<file path="config.mk">
export PLATFORM = sky130hd
export DESIGN_NAME = tmds_decoder
export DESIGN_NICKNAME = d
export VERILOG_FILES = /design/src/rtl/tmds_pkg.sv /design/src/rtl/tmds_symbol_decode.sv /design/src/rtl/tmds_decoder.sv
export SDC_FILE = /design/constraint.sdc
export NUM_CORES = 1
export LEC_CHECK = 0
export CORE_MARGIN = 10
export CORE_UTILIZATION = 50
export CTS_CLUSTER_SIZE = 30
export DETAILED_ROUTE_END_ITERATION = 10
export GPL_TIMING_DRIVEN = 0
export PLACE_DENSITY = 0.72
export RECOVER_POWER = 50
export SLEW_MARGIN = 20
export SYNTH_ARGS = -nofsm -noshare
export SYNTH_HDL_FRONTEND = slang
export SYNTH_SLANG_ARGS = --single-unit
export TNS_END_PERCENT = 20
</file>
<file path="constraint.sdc">
create_clock -name clk -period 6.9 [get_ports clk]
set_input_delay 1.38 -clock clk [delete_from_list [all_inputs] [get_ports clk]]
set_output_delay 1.38 -clock clk [all_outputs]
set_load 0.03 [all_outputs]
</file>
<file path="src/rtl/tmds_pkg.sv">
// Shared TMDS definitions for the HDMI receive/transmit path.
// Holds the symbol width, the four control tokens (shared with the encoder),
// the word-alignment state encoding and a small popcount helper.
package tmds_pkg;

  localparam int unsigned SYM_W = 10;

  // Control tokens, written TMDS[9:0] (bit 0 is first on the wire).
  localparam logic [SYM_W-1:0] CTRL_00 = 10'b1101010100;
  localparam logic [SYM_W-1:0] CTRL_01 = 10'b0010101011;
  localparam logic [SYM_W-1:0] CTRL_10 = 10'b0101010100;
  localparam logic [SYM_W-1:0] CTRL_11 = 10'b1010101011;

  // Word-alignment states (legacy-compatible constant encoding).
  localparam logic [1:0] ST_SEARCH    = 2'd0;
  localparam logic [1:0] ST_SLIP_WAIT = 2'd1;
  localparam logic [1:0] ST_LOCKED    = 2'd2;

  function automatic logic [3:0] ones8(input logic [7:0] v);
    logic [3:0] n;
    n = '0;
    for (int unsigned i = 0; i < 8; i++) begin
      n = n + {3'b000, v[i]};
    end
    return n;
  endfunction

endpackage

</file>
<file path="src/rtl/tmds_symbol_decode.sv">
// Combinational TMDS symbol decoder.
// Ports:
//   sym_i      10-bit raw symbol
//   is_ctrl_o  symbol is one of the four control tokens
//   cd_o       control data for a token (0 otherwise)
//   vd_o       decoded video data (meaningful for data symbols)
//   invalid_o  data symbol whose transition-minimisation bit is inconsistent
module tmds_symbol_decode
  import tmds_pkg::*;
(
  input  logic [SYM_W-1:0] sym_i,
  output logic             is_ctrl_o,
  output logic [1:0]       cd_o,
  output logic [7:0]       vd_o,
  output logic             invalid_o
);

  logic [7:0] d;
  logic [3:0] n;
  logic       x;

  always_comb begin
    is_ctrl_o = 1'b1;
    cd_o      = 2'b00;
    unique case (sym_i)
      CTRL_00: cd_o = 2'b00;
      CTRL_01: cd_o = 2'b01;
      CTRL_10: cd_o = 2'b10;
      CTRL_11: cd_o = 2'b11;
      default: is_ctrl_o = 1'b0;
    endcase

    // Undo the DC-balance inversion, then the XOR/XNOR chain.
    d       = sym_i[7:0] ^ {8{sym_i[9]}};
    vd_o    = '0;
    vd_o[0] = d[0];
    for (int unsigned i = 1; i < 8; i++) begin
      vd_o[i] = sym_i[8] ? (d[i] ^ d[i-1]) : ~(d[i] ^ d[i-1]);
    end

    // The encoder would have chosen XNOR (bit 8 = 0) exactly when x is set.
    n         = ones8(vd_o);
    x         = (n > 4'd4) || ((n == 4'd4) && !vd_o[0]);
    invalid_o = !is_ctrl_o && (sym_i[8] == x);
  end

endmodule

</file>
<file path="src/rtl/tmds_decoder.sv">
// TMDS channel decoder with word-alignment FSM.
// Decodes one 10-bit symbol per pixel clock (1-cycle latency) and aligns the
// upstream deserializer by pulsing bitslip until control tokens appear.
// Ports:
//   clk, rst  pixel clock, synchronous active-high reset
//   TMDS      raw 10-bit symbol
//   VD/CD/VDE decoded video data, control data, data-enable (zero unless locked)
//   locked    alignment achieved
//   bitslip   one-cycle request to shift the word boundary by one bit
//   sym_err   current output is an invalid data symbol
module tmds_decoder
  import tmds_pkg::*;
#(
  parameter int unsigned LOCK_TOKENS    = 8,
  parameter int unsigned ERR_LIMIT      = 4,
  parameter int unsigned SEARCH_TIMEOUT = 1023,
  parameter int unsigned SLIP_WAIT      = 16
) (
  input  logic             clk,
  input  logic             rst,
  input  logic [SYM_W-1:0] TMDS,
  output logic [7:0]       VD,
  output logic [1:0]       CD,
  output logic             VDE,
  output logic             locked,
  output logic             bitslip,
  output logic             sym_err
);

  localparam int unsigned TOK_W  = $clog2(LOCK_TOKENS + 1);
  localparam int unsigned ERR_W  = $clog2(ERR_LIMIT + 1);
  localparam int unsigned IDLE_W = $clog2(SEARCH_TIMEOUT + 1);
  localparam int unsigned WAIT_W = $clog2(SLIP_WAIT + 1);

  localparam logic [TOK_W-1:0]  TOK_MAX  = TOK_W'(LOCK_TOKENS);
  localparam logic [ERR_W-1:0]  ERR_MAX  = ERR_W'(ERR_LIMIT);
  localparam logic [IDLE_W-1:0] IDLE_MAX = IDLE_W'(SEARCH_TIMEOUT);
  localparam logic [WAIT_W-1:0] WAIT_MAX = WAIT_W'(SLIP_WAIT);

  logic        is_ctrl;
  logic [1:0]  dec_cd;
  logic [7:0]  dec_vd;
  logic        dec_inv;

  tmds_symbol_decode u_dec (
    .sym_i     (TMDS),
    .is_ctrl_o (is_ctrl),
    .cd_o      (dec_cd),
    .vd_o      (dec_vd),
    .invalid_o (dec_inv)
  );

  logic [1:0]        state_q,    state_d;
  logic [TOK_W-1:0]  tok_cnt_q,  tok_cnt_d;
  logic [ERR_W-1:0]  err_cnt_q,  err_cnt_d;
  logic [IDLE_W-1:0] idle_cnt_q, idle_cnt_d;
  logic [WAIT_W-1:0] wait_cnt_q, wait_cnt_d;
  logic [7:0]        vd_q,       vd_d;
  logic [1:0]        cd_q,       cd_d;
  logic              vde_q,      vde_d;
  logic              sym_err_q,  sym_err_d;
  logic              bitslip_q,  bitslip_d;

  always_comb begin
    state_d    = state_q;
    tok_cnt_d  = tok_cnt_q;
    err_cnt_d  = err_cnt_q;
    idle_cnt_d = idle_cnt_q;
    wait_cnt_d = wait_cnt_q;
    bitslip_d  = 1'b0;

    // Counters saturate at their threshold; each threshold forces a state
    // change on the same edge, so saturation only guards odd parameter sets.
    unique case (state_q)
      ST_SEARCH: begin
        if (is_ctrl) begin
          idle_cnt_d = '0;
          tok_cnt_d  = (tok_cnt_q == TOK_MAX) ? tok_cnt_q : tok_cnt_q + TOK_W'(1);
          if (tok_cnt_d == TOK_MAX) begin
            state_d    = ST_LOCKED;
            tok_cnt_d  = '0;
            err_cnt_d  = '0;
          end
        end else begin
          tok_cnt_d  = '0;
          idle_cnt_d = (idle_cnt_q == IDLE_MAX) ? idle_cnt_q : idle_cnt_q + IDLE_W'(1);
          if (idle_cnt_d == IDLE_MAX) begin
            state_d    = ST_SLIP_WAIT;
            bitslip_d  = 1'b1;
            idle_cnt_d = '0;
            wait_cnt_d = '0;
          end
        end
      end
      ST_SLIP_WAIT: begin
        wait_cnt_d = (wait_cnt_q == WAIT_MAX) ? wait_cnt_q : wait_cnt_q + WAIT_W'(1);
        if (wait_cnt_d == WAIT_MAX) begin
          state_d    = ST_SEARCH;
          tok_cnt_d  = '0;
          idle_cnt_d = '0;
          wait_cnt_d = '0;
        end
      end
      ST_LOCKED: begin
        if (is_ctrl) begin
          err_cnt_d  = '0;
          idle_cnt_d = '0;
        end else begin
          idle_cnt_d = (idle_cnt_q == IDLE_MAX) ? idle_cnt_q : idle_cnt_q + IDLE_W'(1);
          if (dec_inv) begin
            err_cnt_d = (err_cnt_q == ERR_MAX) ? err_cnt_q : err_cnt_q + ERR_W'(1);
          end
        end
        if ((err_cnt_d == ERR_MAX) || (idle_cnt_d == IDLE_MAX)) begin
          state_d    = ST_SEARCH;
          tok_cnt_d  = '0;
          err_cnt_d  = '0;
          idle_cnt_d = '0;
          wait_cnt_d = '0;
        end
      end
      default: begin
        state_d    = ST_SEARCH;
        tok_cnt_d  = '0;
        err_cnt_d  = '0;
        idle_cnt_d = '0;
        wait_cnt_d = '0;
      end
    endcase

    // Outputs are gated by the state being entered, not the current one.
    vd_d      = '0;
    cd_d      = '0;
    vde_d     = 1'b0;
    sym_err_d = 1'b0;
    if (state_d == ST_LOCKED) begin
      if (is_ctrl) begin
        cd_d = dec_cd;
      end else begin
        vd_d      = dec_vd;
        vde_d     = 1'b1;
        sym_err_d = dec_inv;
      end
    end
  end

  always_ff @(posedge clk) begin
    if (rst) begin
      state_q    <= ST_SEARCH;
      tok_cnt_q  <= '0;
      err_cnt_q  <= '0;
      idle_cnt_q <= '0;
      wait_cnt_q <= '0;
      vd_q       <= '0;
      cd_q       <= '0;
      vde_q      <= 1'b0;
      sym_err_q  <= 1'b0;
      bitslip_q  <= 1'b0;
    end else begin
      state_q    <= state_d;
      tok_cnt_q  <= tok_cnt_d;
      err_cnt_q  <= err_cnt_d;
      idle_cnt_q <= idle_cnt_d;
      wait_cnt_q <= wait_cnt_d;
      vd_q       <= vd_d;
      cd_q       <= cd_d;
      vde_q      <= vde_d;
      sym_err_q  <= sym_err_d;
      bitslip_q  <= bitslip_d;
    end
  end

  assign VD      = vd_q;
  assign CD      = cd_q;
  assign VDE     = vde_q;
  assign sym_err = sym_err_q;
  assign bitslip = bitslip_q;
  assign locked  = (state_q == ST_LOCKED);

endmodule

</file>
Yosys cells after proc, flatten, opt, wreduce, memory -nomap -nowiden
Index checks and enable logic that the tools add are counted.

Register bits after elaboration: 37. Input bits: 12.

Bitwise logic cells: 19. Add/sub/neg operators: 11. Order comparisons: 1. Mux-type cells: 45. Reductions and logical operators: 15. Equal/unequal tests: 24.

Operators with widths (number): $mux W10 (7); $eq A10 B10 Y1 const B (5); $pmux W10 S3 (1); $mux W5 (5); $add A4 B1 Y4 (6); $mux W3 (7); $mux W4 (5); $pmux W5 S3 (1); $pmux W2 S3 (2); $pmux W4 S3 (1); $not A1 Y1 (11); $add A10 B1 Y10 const B (1); $eq A10 B8 Y1 const B (1); $eq A10 B9 Y1 const B (1); $eq A5 B5 Y1 const B (2); $mux W1 (10); $mux W2 (5); $ne A2 B2 Y1 const B (5); $pmux W3 S3 (1); $reduce_or A3 Y1 (3); $eq A4 B4 Y1 const B (2); $xor A8 B8 Y8 (1); $xor A1 B1 Y1 (7); $eq A3 B3 Y1 const B (2); 18 further kinds (23).

Longest topological paths before layout
Depth after elaboration: 26. Gate-level depth with buffers: 19.

By module
A second synthesis with hierarchy kept.

Cell total of the unflattened synthesis: 313. Area total of the unflattened synthesis: 2527.4 um^2.

Modules (own cells, without submodules): tmds_decoder (sequential area each 740.7 um^2, cells each 262, instances 1, area an instance 2099.5 um^2); tmds_symbol_decode (sequential area each 0.0 um^2, cells each 51, instances 1, area an instance 427.9 um^2).

Worst setup path after synthesis
No wires, ideal clock.

Path type: in2reg. Start: input TMDS[1]. End: register err_cnt_q[0]. Path buffers: 0. Path slack: 0.608 ns. Library setup time: 0.083 ns. Stages on the path: 17. Arrival: 6.209 ns. Cells stage by stage: inv_1 > ha_1 > xnor2_1 > ha_1 > fa_1 > inv_1 > fa_1 > inv_1 > fa_1 > fa_1 > o31a_1 > or4_4 > nand2_2 > mux2_4 > a2111o_1 > or3_1 > o221ai_1.

Cells in the longest elaborated chain, start to end: 23. Elaborated cells on any way between the ends: 39. Classes of those cells: add/sub: 7; order compare: 1; eq/ne: 9; mux: 10; bitwise: 5; reduce/logical: 7.

Ends and longest elaborated chain: start, declared (line tmds_decoder.sv:21) `input logic [SYM_W-1:0] TMDS,`; $xor A8 B8 Y8 * (line tmds_symbol_decode.sv:34) `d = sym_i[7:0] ^ {8{sym_i[9]}};`; $xor A1 B1 Y1 * (line tmds_symbol_decode.sv:38) `vd_o[i] = sym_i[8] ? (d[i] ^ d[i-1]) : ~(d[i] ^ d[i-1]);`; $not A1 Y1 (line tmds_symbol_decode.sv:38); $mux W1 * (line tmds_symbol_decode.sv:38); named net dec_vd[1] (line tmds_decoder.sv:42) `logic [7:0] dec_vd;`; $add A1 B1 Y2 * (line tmds_pkg.sv:23) `n = n + {3'b000, v[i]};`; $add A4 B1 Y4 * (6 in a row) (line tmds_pkg.sv:23); parallel branches: the longest is 2 deep, another holds $gt A4 B3 Y1; [2 not listed]; $logic_and A1 B1 Y1 * (line tmds_symbol_decode.sv:44) `invalid_o = !is_ctrl_o && (sym_i[8] == x);`; $mux W3 * (line tmds_decoder.sv:110) `if (dec_inv) begin`; $mux W3 * (line tmds_decoder.sv:105) `if (is_ctrl) begin`; $mux W3 * (line tmds_decoder.sv:74) `unique case (state_q)`; $eq A3 B3 Y1 (line tmds_decoder.sv:114) `if ((err_cnt_d == ERR_MAX) || (idle_cnt_d == IDLE_MAX)) begin`; $logic_or A1 B1 Y1 (line tmds_decoder.sv:114); $mux W3 * (line tmds_decoder.sv:114); $pmux W3 S3 * (line tmds_decoder.sv:74); end signal, assigned (line tmds_decoder.sv:162) `err_cnt_q <= err_cnt_d;`; end, declared (line tmds_decoder.sv:55) `logic [ERR_W-1:0] err_cnt_q, err_cnt_d;`.

Mark *: on every way through the listed nets, which the timed path passes. The select of a mux whose other input is x is not followed. A chain may end at the register's enable or synchronous reset.

Final worst setup path
Same ends and word-level chain as after synthesis.

==> results.md <==
- Layout area overhead: 18.7%
- # port buffers: 25
- Critical path startpoint category: input pin
- DR vias: 2,149
- Asr flop ratio synth: 0%
- Hold Crit Endpoint: idle_cnt_q[1]
- CP Capture Type: flip-flop
- Skew final: about 8.0 ps
- Drt initial violations: 67
- CTS buffer count: 5
- Most used DFF post-synth: dfxtp_1
- Pwr Total: 511 uW
- Number of global-route vias before repair: 2,110
- Reg2reg setup slack: a little under 4000 ps
- RR Endpoint: tok_cnt_q[2]
- Tcrit/Tclk final: 97.6%
- Peak supply drop: 0.152 mV
- Pin count of the biggest net entering global routing: 11
- H-Tree Depth: 2
- Hold-fix buffers, CTS: 0
- Filler cells: roughly 420
- Final hold vios: 0
- CTS tree: yes
- Starting Density: between 50 and 60%
- Pins over their slew limit: 0
- Number of remaining DRC errors: 0
- Max Freq: approximately 150 MHz
- Routability cong.: 0.807
- CTS Buffer Depth: 2
- DP Worst Slack: -238 ps
- GRT overflow: 0
- Wire length per cell: roughly 14 um
- Reg area: 741 um2
- Final Instance Area: 2870 um2
- Setup TNS: 0 ps
- Post-synth EDFFs: 0
- Final ANT Viol Nets: 0
- Clk Latency, worst-skew pair: 280 ps
- Status: finished clean
- Synth area leaders: dfxtp_1 31%, ha_1 6.2%, a21oi_1 4.3%
- Top-area cell type share of the netlist area: between 30% and 40%
- ANT cells: 0
- Final WL: roughly 5400 um
- Syn nets: between 300 and 400
- Crit path kind: in2reg
- Clock transition at path regs: roughly 70 ps
- Ports: 26
- Hold_sp: idle_cnt_q[1]
- WHS: just over 500 ps
- P_leak: 0.00119 uW
- Post-synthesis sequential area ratio: just over 30%
- Layout net count: between 300 and 400
- Gate Count Post-Synth: 290
- Initial antenna violation count: 0
- Die span in y: ~90 um
- Max Cap Viol: 0
- Layout cells sized above 1: roughly 8%
- Gr usage total: 14.2%
- First-pass GRT wire length: ~9000 um
- Worst-Margin Slew: approximately 860 ps
- Worst slew margin: between 40% and 50%
- Post-DP Area: roughly 2800 um2
- Post-synthesis cell area: 2420 um2
- Vias per cell: between 5 and 6
- Post-synth cell types: 63
- Worst path required time: 7100 ps
- Synth warn: 0
- Reg-to-reg startpoint: wait_cnt_q[0]
- Drt pass-1 iters: 4
- PD cells: 178 nW/um2
- Clock Sinks: 37
- Worst hold path depth: 2
- Syn avg cell area: around 8.3 um2
- Final setup margin: 163 ps
- Die Width: 89.6 um
- Most common cell after layout, fill and taps aside: dfxtp_1
- Period minus WS final: approximately 6700 ps
- Hold Crit Class: reg2reg
- Row count: 25
- Most frequent cells in the layout: 37 x dfxtp_1, 22 x nor2_1, 22 x nand2_1
- Detailed Place HPWL: between 4000 and 5000 um
- Multi-input logic area: approximately 1600 um2
- Final setup fails: 0
- Dominant cell type by area after synthesis: dfxtp_1
- Clock root cell: clkbuf_8
- CP Data Arrival Time: roughly 6900 ps
- Core area: roughly 4700 um2
- Die area: 8030 um2
- Max FO, Critical Path: 6
- #FFs+latches synth: 37
- Register-to-Register Path Depth: 7
metrics by stage:
step                util (%)  std cells
floorplan                  -        290
global route            60.8        392
CTS                     59.9        388
finish                  60.8        392
detailed placement      58.3        382
global placement        58.3        382
final cells by class:
| cell class | instances | share of cell area [%] |
|---|---|---|
| well taps | 67 | 2.92 |
| clock inverters | 1 | 0.174 |
| inverters | 20 | 2.61 |
| plain buffers | 13 | 2.31 |
| multi-input cells | 220 | 54.0 |
| clock buffers | 5 | 2.39 |
| flip-flops and latches | 37 | 25.8 |
| repair buffers | 29 | 9.84 |
state kept, by name, summed over array words and instances (netlist names):
register	flops
VDE	1
wait_cnt_q	5
sym_err	1
idle_cnt_q	10
bitslip	1
state_q	2
err_cnt_q	3
VD	8
tok_cnt_q	4
CD	2
cells in the mapped netlist, types with 6 or more instances:
library cell,n
nand3_1,9
clkbuf_1,6
o21ai_0,12
xnor2_1,12
dfxtp_1,37
nand2b_1,6
inv_1,20
ha_1,12
a21oi_1,21
nor2_1,22
nand2_1,22
nor3_1,14
nor2b_1,6
or3_1,6
critical path, stage by stage:
cell,delay [ps]
clkdlybuf4s50_1,490
inv_1,70
ha_1,310
xnor2_2,200
ha_1,270
fa_1,500
inv_1,50
fa_1,500
inv_1,60
fa_1,450
fa_1,440
o31a_1,320
or4_4,510
nand2_4,110
mux2_4,340
a2111o_1,510
or3_1,370
o221ai_1,70
logic make-up after synthesis:
group / count (synthesis) / share of synthesized area (%)
mux: 3 / 1.50
xor+xnor: 17 / 6.15
buf+inv: 33 / 5.84
fa+ha+maj: 16 / 9.51
compound gates: 72 / 21.0
simple gates: 112 / 25.4
flops: 37 / 30.6
timing repair:
item                       CTS  global route
setup endpoints to repair    0            13
buffers inserted             0             4
resized for setup            0             3
per-layer routing:
layer / track usage (%) / vias up / part of all wire (%)
li1: - / 1110 / -
met1: 16.1 / 996 / 46
met2: 24.7 / 41 / 49
met3: 4.15 / 2 / 4.7
met4: 5.06 / 0 / 0.18
met5: 0 / - / 0
how the worst max path moves through the flow:
stage               startpoint            end  cells past startpoint
floorplan              TMDS[1]   err_cnt_q[0]                     17
global placement       TMDS[0]   err_cnt_q[0]                     18
detailed placement     TMDS[0]  idle_cnt_q[8]                     19
CTS                    TMDS[0]  idle_cnt_q[8]                     19
global route           TMDS[1]   err_cnt_q[0]                     18
finish                 TMDS[1]   err_cnt_q[0]                     18
where the power goes:
part	internal [uW]	leakage [uW]	switching, uW
clock network	66.4	0.0000399	70.3
registers	216	0.000299	2.71
logic	71.1	0.000853	84.6
total	353	0.00119	158
Power figures use the tool's default switching activity.
